<file path="config.mk">
export PLATFORM = sky130hd
export DESIGN_NAME = muldiv_seq
export DESIGN_NICKNAME = d
export VERILOG_FILES = /design/src/rtl/muldiv_seq.sv
export SDC_FILE = /design/constraint.sdc
export NUM_CORES = 2
export LEC_CHECK = 0
export ABC_AREA = 0
export CORE_MARGIN = 4
export CORE_UTILIZATION = 40
export CTS_BUF_LIST = sky130_fd_sc_hd__clkbuf_4 sky130_fd_sc_hd__clkbuf_8
export CTS_CLUSTER_SIZE = 25
export DETAILED_ROUTE_END_ITERATION = 16
export PLACE_DENSITY = 0.57
export SYNTH_ARGS = -nofsm -noshare
export SYNTH_HDL_FRONTEND = slang
export SYNTH_SLANG_ARGS = --single-unit
</file>
<file path="constraint.sdc">
create_clock -name clk -period 4.5 [get_ports clk]
set_input_delay 0.9 -clock clk [delete_from_list [all_inputs] [get_ports clk]]
set_output_delay 0.9 -clock clk [all_outputs]
set_load 0.005 [all_outputs]
</file>
<file path="src/rtl/muldiv_seq.sv">
// muldiv_seq: iterative RV64M multiply/divide (shift-add, restoring divide).
// Define MULDIV_FASTPATH_EN to let special cases bypass the iteration phase.
module muldiv_seq #(
   parameter int BITS_PER_CYCLE = 1
) (
   input  logic        clk,
   input  logic        reset,
   input  logic        start,
   input  logic        flush,
   input  logic [3:0]  mulOp,
   input  logic [63:0] ia,
   input  logic [63:0] ib,
   output logic        busy,
   output logic        done,
   output logic [63:0] result
);
   typedef enum logic [1:0] {S_IDLE, S_CALC, S_FIX, S_DONE} state_t;

   localparam logic [6:0] CNT_D = 7'(64 / BITS_PER_CYCLE);
   localparam logic [6:0] CNT_W = 7'(32 / BITS_PER_CYCLE);

   state_t      state_q, state_d;
   logic [63:0] a_q, a_d, b_q, b_d;
   logic [63:0] araw_q, araw_d, res_q, res_d;
   logic [64:0] r_q, r_d;
   logic [6:0]  cnt_q, cnt_d;
   logic        word_q, word_d, div_q, div_d, rem_q, rem_d;
   logic        inv_q, inv_d, divz_q, divz_d, ovf_q, ovf_d;

   logic        in_word, in_div, in_rem, in_sgn;
   logic        sa, sb, bzero, amin, bm1, fast;
   logic [31:0] a32m, b32m;
   logic [63:0] mag_a, mag_b, opa, opb;

   always_comb begin
      in_word = mulOp[3];
      in_div  = mulOp[2];
      in_rem  = mulOp[2] & mulOp[1];
      in_sgn  = mulOp[2] & ~mulOp[0];
      sa      = in_word ? ia[31] : ia[63];
      sb      = in_word ? ib[31] : ib[63];
      a32m    = ia[31] ? -ia[31:0] : ia[31:0];
      b32m    = ib[31] ? -ib[31:0] : ib[31:0];
      mag_a   = in_word ? {32'd0, a32m} : (ia[63] ? -ia : ia);
      mag_b   = in_word ? {32'd0, b32m} : (ib[63] ? -ib : ib);
      opa     = in_sgn ? mag_a : (in_word ? {32'd0, ia[31:0]} : ia);
      opb     = in_sgn ? mag_b : (in_word ? {32'd0, ib[31:0]} : ib);
      bzero   = in_word ? (ib[31:0] == '0) : (ib == '0);
      amin    = in_word ? (ia[31:0] == 32'h8000_0000)
                        : (ia == 64'h8000_0000_0000_0000);
      bm1     = in_word ? (ib[31:0] == '1) : (ib == '1);
`ifdef MULDIV_FASTPATH_EN
      fast    = (in_div & bzero) | (in_sgn & amin & bm1) |
                (in_word ? (ia[31:0] == '0) : (ia == '0));
`else
      fast    = 1'b0;
`endif
   end

   // one iteration step, unrolled BITS_PER_CYCLE times
   logic [63:0] st_a, st_b;
   logic [64:0] st_r;

   always_comb begin
      st_a = a_q;
      st_b = b_q;
      st_r = r_q;
      for (int k = 0; k < BITS_PER_CYCLE; k++) begin
         if (div_q) begin
            st_r = {st_r[63:0], st_a[63]};
            st_a = {st_a[62:0], 1'b0};
            if (st_r >= {1'b0, b_q}) begin
               st_r    = st_r - {1'b0, b_q};
               st_a[0] = 1'b1;
            end
         end else begin
            if (st_b[0]) st_r = st_r + {1'b0, st_a};
            st_a = {st_a[62:0], 1'b0};
            st_b = {1'b0, st_b[63:1]};
         end
      end
   end

   logic [63:0] sel, fixv;

   always_comb begin
      sel  = (div_q & ~rem_q) ? a_q : r_q[63:0];
      fixv = inv_q ? -sel : sel;
      if (divz_q)     fixv = rem_q ? araw_q : '1;
      else if (ovf_q) fixv = rem_q ? '0 : araw_q;
      if (word_q)     fixv = {{32{fixv[31]}}, fixv[31:0]};
   end

   always_comb begin
      state_d = state_q;
      a_d     = a_q;
      b_d     = b_q;
      r_d     = r_q;
      cnt_d   = cnt_q;
      araw_d  = araw_q;
      res_d   = res_q;
      word_d  = word_q;
      div_d   = div_q;
      rem_d   = rem_q;
      inv_d   = inv_q;
      divz_d  = divz_q;
      ovf_d   = ovf_q;
      unique case (state_q)
         S_IDLE: begin
            if (start && !flush) begin
               a_d     = (in_div & in_word) ? {opa[31:0], 32'd0} : opa;
               b_d     = opb;
               r_d     = '0;
               cnt_d   = in_word ? CNT_W : CNT_D;
               araw_d  = ia;
               word_d  = in_word;
               div_d   = in_div;
               rem_d   = in_rem;
               inv_d   = in_sgn & (in_rem ? sa : (sa ^ sb));
               divz_d  = in_div & bzero;
               ovf_d   = in_sgn & amin & bm1;
               state_d = fast ? S_FIX : S_CALC;
            end
         end
         S_CALC: begin
            a_d   = st_a;
            b_d   = st_b;
            r_d   = st_r;
            cnt_d = cnt_q - 7'd1;
            if (cnt_q == 7'd1) state_d = S_FIX;
         end
         S_FIX: begin
            res_d   = fixv;
            state_d = S_DONE;
         end
         S_DONE: state_d = S_IDLE;
      endcase
      // a kill must leave the previously delivered result intact
      if (flush && state_q != S_IDLE) begin
         state_d = S_IDLE;
         res_d   = res_q;
      end
   end

   always_ff @(posedge clk) begin
      if (reset) begin
         state_q <= S_IDLE;
         a_q     <= '0;
         b_q     <= '0;
         r_q     <= '0;
         cnt_q   <= '0;
         araw_q  <= '0;
         res_q   <= '0;
         word_q  <= 1'b0;
         div_q   <= 1'b0;
         rem_q   <= 1'b0;
         inv_q   <= 1'b0;
         divz_q  <= 1'b0;
         ovf_q   <= 1'b0;
      end else begin
         state_q <= state_d;
         a_q     <= a_d;
         b_q     <= b_d;
         r_q     <= r_d;
         cnt_q   <= cnt_d;
         araw_q  <= araw_d;
         res_q   <= res_d;
         word_q  <= word_d;
         div_q   <= div_d;
         rem_q   <= rem_d;
         inv_q   <= inv_d;
         divz_q  <= divz_d;
         ovf_q   <= ovf_d;
      end
   end

   assign busy   = (state_q == S_CALC) || (state_q == S_FIX);
   assign done   = (state_q == S_DONE);
   assign result = res_q;
endmodule

</file>
==> out/results.env <==
RUN_STATUS='finished clean'
WORST_PATH_REQUIRED_NS=5.05
WORST_SETUP_PATH_START_KIND='flop'
MULTI_INPUT_COMB_AREA_SQ_UM=19900
DRT_PASS_1_ITERS=9
DETAIL-ROUTE-ANTENNA-NETS=0
DETAILED_PLACE_HPWL_MM=81.8
CTS-HTREE-LEVELS=2
YOSYS.CELL_COUNT.TOP_TYPE='sky130_fd_sc_hd__nand2_1'
TIMING.FINAL.CRIT_SHARE_PCT=93.6
SYNTH_TOP_CELL_AREA_SHARE_PCT=24.0
GRTUSAGETOTAL_PCT=27.3
AREA_DELTA_SYNTH_FINAL_PCT=17.1
POSTCTSSETUPBUFFERS=0
WORSTREGTOREGCELLS=15
WORST_SETUP_PATH_END_KIND='flop'
HOLDBUFCOUNTCTS=0
DIE_AREA_SQ_UM=74200
POWER.SWITCHING_FRACTION_PCT=44.1
KIND_OF_CRITICAL_PATH='flop to flop'
SYNTH-MAIN-FF-CELL='sky130_fd_sc_hd__dfxtp_1'
CLKSINKCOUNT=335
COMBPWRFRAC_PCT=49.1
SYNTH_CELL_TYPES=92
SYNTH-EDFF-COUNT=0
FINALSETUPVIOLCOUNT=0
POSTSYNTHCELLCOUNT=3847
TIMING.FINAL.WS_SETUP_NS=0.288
HOLD_PATH_END='araw_q[18]'
GRT_SETUP_UNREPAIRED='false'
REGTOREGSTARTPOINT='b_q[28]'
TIMING.SETUP.TNS_NS=0
WHS_PATH_DEPTH=2
WL_MET3_MM=7.80
PATH_CELLS='inv_1 > ha_1 > and4_1 > nand3_1 > nor4_1 > o211ai_1 > a2111o_1 > a211oi_1 > o31ai_2 > buf_4 > and2_1 > buf_4 > a32o_1 > a31oi_1 > o21ai_0'
WORSTPATHARRIVAL_NS=4.76
CTS_BUFFER_DEPTH=3
IR_DROP_V=0.000190
CRITICAL_PATH.SLOWEST_CELL='sky130_fd_sc_hd__a2111o_1'
NUMBER_OF_ANTENNA_VIOLATIONS_AT_THE_FIRST_CHECK_IN_GLOBAL_ROUTING=2
POST-ROUTE-CELL-AREA_SQ_UM=32800
CRIT_TOP_CELL='sky130_fd_sc_hd__buf_4'
REMAINING_DRC_ERRORS=0
ROUTEDLENGTHMET1_MM=51.4
FIRST_GLOBAL_VIAS=26800
SYNTH_REGISTER_BITS=335
DR.MAX_LAYER_USED='met4'
REG2REG_SLACK_NS=0.29
NUM_VIAS=29100
STD_CELL_ROWS=96
DIE_HEIGHT_MICRONS=272
MAPPEDNETLISTAREA_SQ_UM=28000
CLK-INSERTION-DELAY-LATE_NS=0.71
ROUTE.FINAL.WIRE_LENGTH_MM=106
MAXCAPVIOLCOUNT=0
FINAL_CELLS=4974
POWER.NET_SWITCHING_mW=6.25
LEAKAGE_nW=13.1
TIMING_MAX_TRANSITION_VIOLATIONS_FINAL=0
WORSTPATHMAXFANOUT=11
FINALWEIGHTEDCONGESTION=0.968
TIMING_WORST_SLEW_PIN_VALUE_NS=1.07
FINAL_CORE_UTIL_PCT=47.5
LIBRARY_CELL_WITH_THE_LARGEST_SUMMED_AREA_AFTER_SYNTHESIS='sky130_fd_sc_hd__dfxtp_1'
FIRST_PASS_GRT_WIRE_LENGTH_MM=161
FILLER_CELL_COUNT_IN_THE_FINAL_LAYOUT=7160
SYN-MEAN-INSTANCE-AREA_SQ_UM=7.27
DETAILEDROUTE.FIRSTITERATIONVIOLATIONS=2537
DP_WORST_SETUP_SLACK_NS=0.0949
SLOWEST_DELAY_NS=0.57
GLOBALROUTE.TOTALOVERFLOW=0
IO_PINS=202
SYNTH.NET_COUNT=4124
SYNTH_TOP_CELLS_BY_COUNT='sky130_fd_sc_hd__nand2_1, sky130_fd_sc_hd__a21oi_1, sky130_fd_sc_hd__dfxtp_1, sky130_fd_sc_hd__nor2_1, sky130_fd_sc_hd__o21ai_0'
DIE_WIDTH_MICRONS=272
NETS=4277
AVGVIACOUNTPERCELL=5.85
HP-START='araw_q[18]'
YS_ASYNC_SR_FRACTION_PCT=0
YS_WARN_COUNT=0
CLK_PIN_SLEW_WORST_PATHS_NS=0.06
POWER.DENSITY_nW_PER_UM2=433
SEQ_AREA_FRAC_SYNTH_PCT=24.0
PERIOD_MINUS_SLACK_NS=4.21
CTS_ROOT_BUFFER='sky130_fd_sc_hd__clkbuf_8'
CELLINTERNALPOWER_mW=7.93
WORSTHOLDPATHTYPE='flop to flop'
FLOORPLAN.INITIALDENSITY_PCT=40.6
AREA_TAKEN_BY_FLIP_FLOPS_AND_LATCHES_SQ_UM=6710
LARGEST_NET_DEGREE_AT_THE_START_OF_GLOBAL_ROUTING=90
ACHIEVABLE-FREQUENCY_GHz=0.237
PORT-BUFFER-COUNT=201
FINAL.SETUP_SKEW_NS=0.0411
PLACE_INST=4869
SEQ_POWER_SHARE_PCT=28.6
SLEW_HR_PCT=28.7
PLACE_AREA_SQ_UM=31400
CTS_RESIZED=0
POWER_FRAC_CLOCK_PCT=22.3
TRITONCTS='yes'
DRIVE_ABOVE_1_SHARE_PCT=8.04
DETAIL_ROUTE.WL_PER_CELL_MICRONS=21.2
CTS_BUFFERS=60
FINAL_HOLD_VIOL_COUNT=0
MET2_WIRELENGTH_MM=43.3
YOSYS-TOP-CELLS-AREA='sky130_fd_sc_hd__dfxtp_1, sky130_fd_sc_hd__a21oi_1, sky130_fd_sc_hd__nand2_1, sky130_fd_sc_hd__ha_1, sky130_fd_sc_hd__o21ai_0'
R2R_END='r_q[46]'
DESIGN.CORE.AREA_SQ_UM=68900
[cells in the final DEF (no fill, tap or decap), drive strengths merged, types with 11 or more instances in the layout]
cell type | synthesis | final
a211oi | 72 | 72
a21o | 84 | 84
a21oi | 379 | 379
a221oi | 60 | 60
a222oi | 12 | 12
a22o | 15 | 15
a22oi | 38 | 38
a311oi | 13 | 13
a31oi | 61 | 61
and2 | 19 | 19
and3 | 23 | 23
buf | 37 | 158
clkbuf | 229 | 95
clkdlybuf4s50 | 0 | 199
dfxtp | 335 | 335
ha | 139 | 139
inv | 122 | 123
mux2i | 95 | 95
nand2 | 503 | 503
nand2b | 39 | 39
nand3 | 63 | 63
nand4 | 53 | 53
nor2 | 300 | 300
nor2b | 26 | 26
nor3 | 106 | 106
nor4 | 25 | 25
o211ai | 68 | 68
o21a | 17 | 17
o21ai | 302 | 302
o21bai | 29 | 29
o221ai | 24 | 24
o22ai | 15 | 15
o31ai | 36 | 36
o41ai | 11 | 11
or3 | 49 | 49
or4 | 13 | 13
xnor2 | 135 | 135
xor2 | 156 | 156
[final cells by class]
class,instances,share of cell area [%]
well taps,931,3.56
flip-flops and latches,335,20.5
clock buffers,95,3.61
inverters,122,1.40
diodes,2,0.0153
clock inverters,8,0.351
repair buffers,357,9.94
multi-input cells,3124,60.6
[power groups by stage]
stage	registers (mW)	logic (mW)	clock network, mW
finish	4.05	6.97	3.16
floorplan	3.92	4.66	0
global placement	4.09	6.86	0
global route	4.12	7.67	3.34
detailed placement	4.10	6.85	0
CTS	4.04	6.89	3.22
[how the worst max path moves through the flow]
stage | to | from | depth (start not counted)
final | r_q[46] | b_q[28] | 15
after global placement | b_q[61] | ib[4] | 13
after floorplan | result[60] | rem_q | 21
after detailed placement | b_q[61] | ib[22] | 12
after global routing | r_q[62] | r_q[0] | 15
after CTS | r_q[46] | b_q[28] | 15
[kinds of logic after synthesis]
logic type                 count (synthesis)  share of synthesized area, %
and+or+nand+nor                         1264                          20.9
AOI/OAI and AO/OA                       1324                          30.5
buffers and inverters                    388                          5.42
DFF                                      335                          24.0
adders and majority gates                141                          6.36
muxes                                    104                          3.76
xor gates and xnor gates                 291                          9.11
[state kept, by name, summed over array words and instances, names as in the netlist]
name / count
a_q: 64
araw_q: 64
b_q: 64
cnt_q: 7
div_q: 1
divz_q: 1
inv_q: 1
ovf_q: 1
r_q: 64
rem_q: 1
result: 64
state_q: 2
word_q: 1
[worst max-delay path, delay by kind of cell (launching register included)]
family,cells,cell delay (ns)
adders and majority gates,1,0.38
AOI/OAI and AO/OA,7,1.95
buffers and inverters,3,0.43
and+or+nand+nor,4,0.94
DFF,1,0.36
[metrics by stage]
| stage | hold slack, ns | total power, mW |
|---|---|---|
| 2_1_floorplan | 0.436 | 8.57 |
| 3_3_place_gp | 0.441 | 11.0 |
| 3_5_place_dp | 0.448 | 10.9 |
| 4_1_cts | 0.458 | 14.1 |
| 5_1_grt | 0.479 | 15.1 |
| 6_report | 0.457 | 14.2 |
[metal layers]
layer	global-route usage, %	vias up
met3	3.38	140
met1	41.5	13500
met5	0	-
met2	39.9	1065
li1	-	14400
met4	8.09	0
Power figures use the tool's default switching activity.
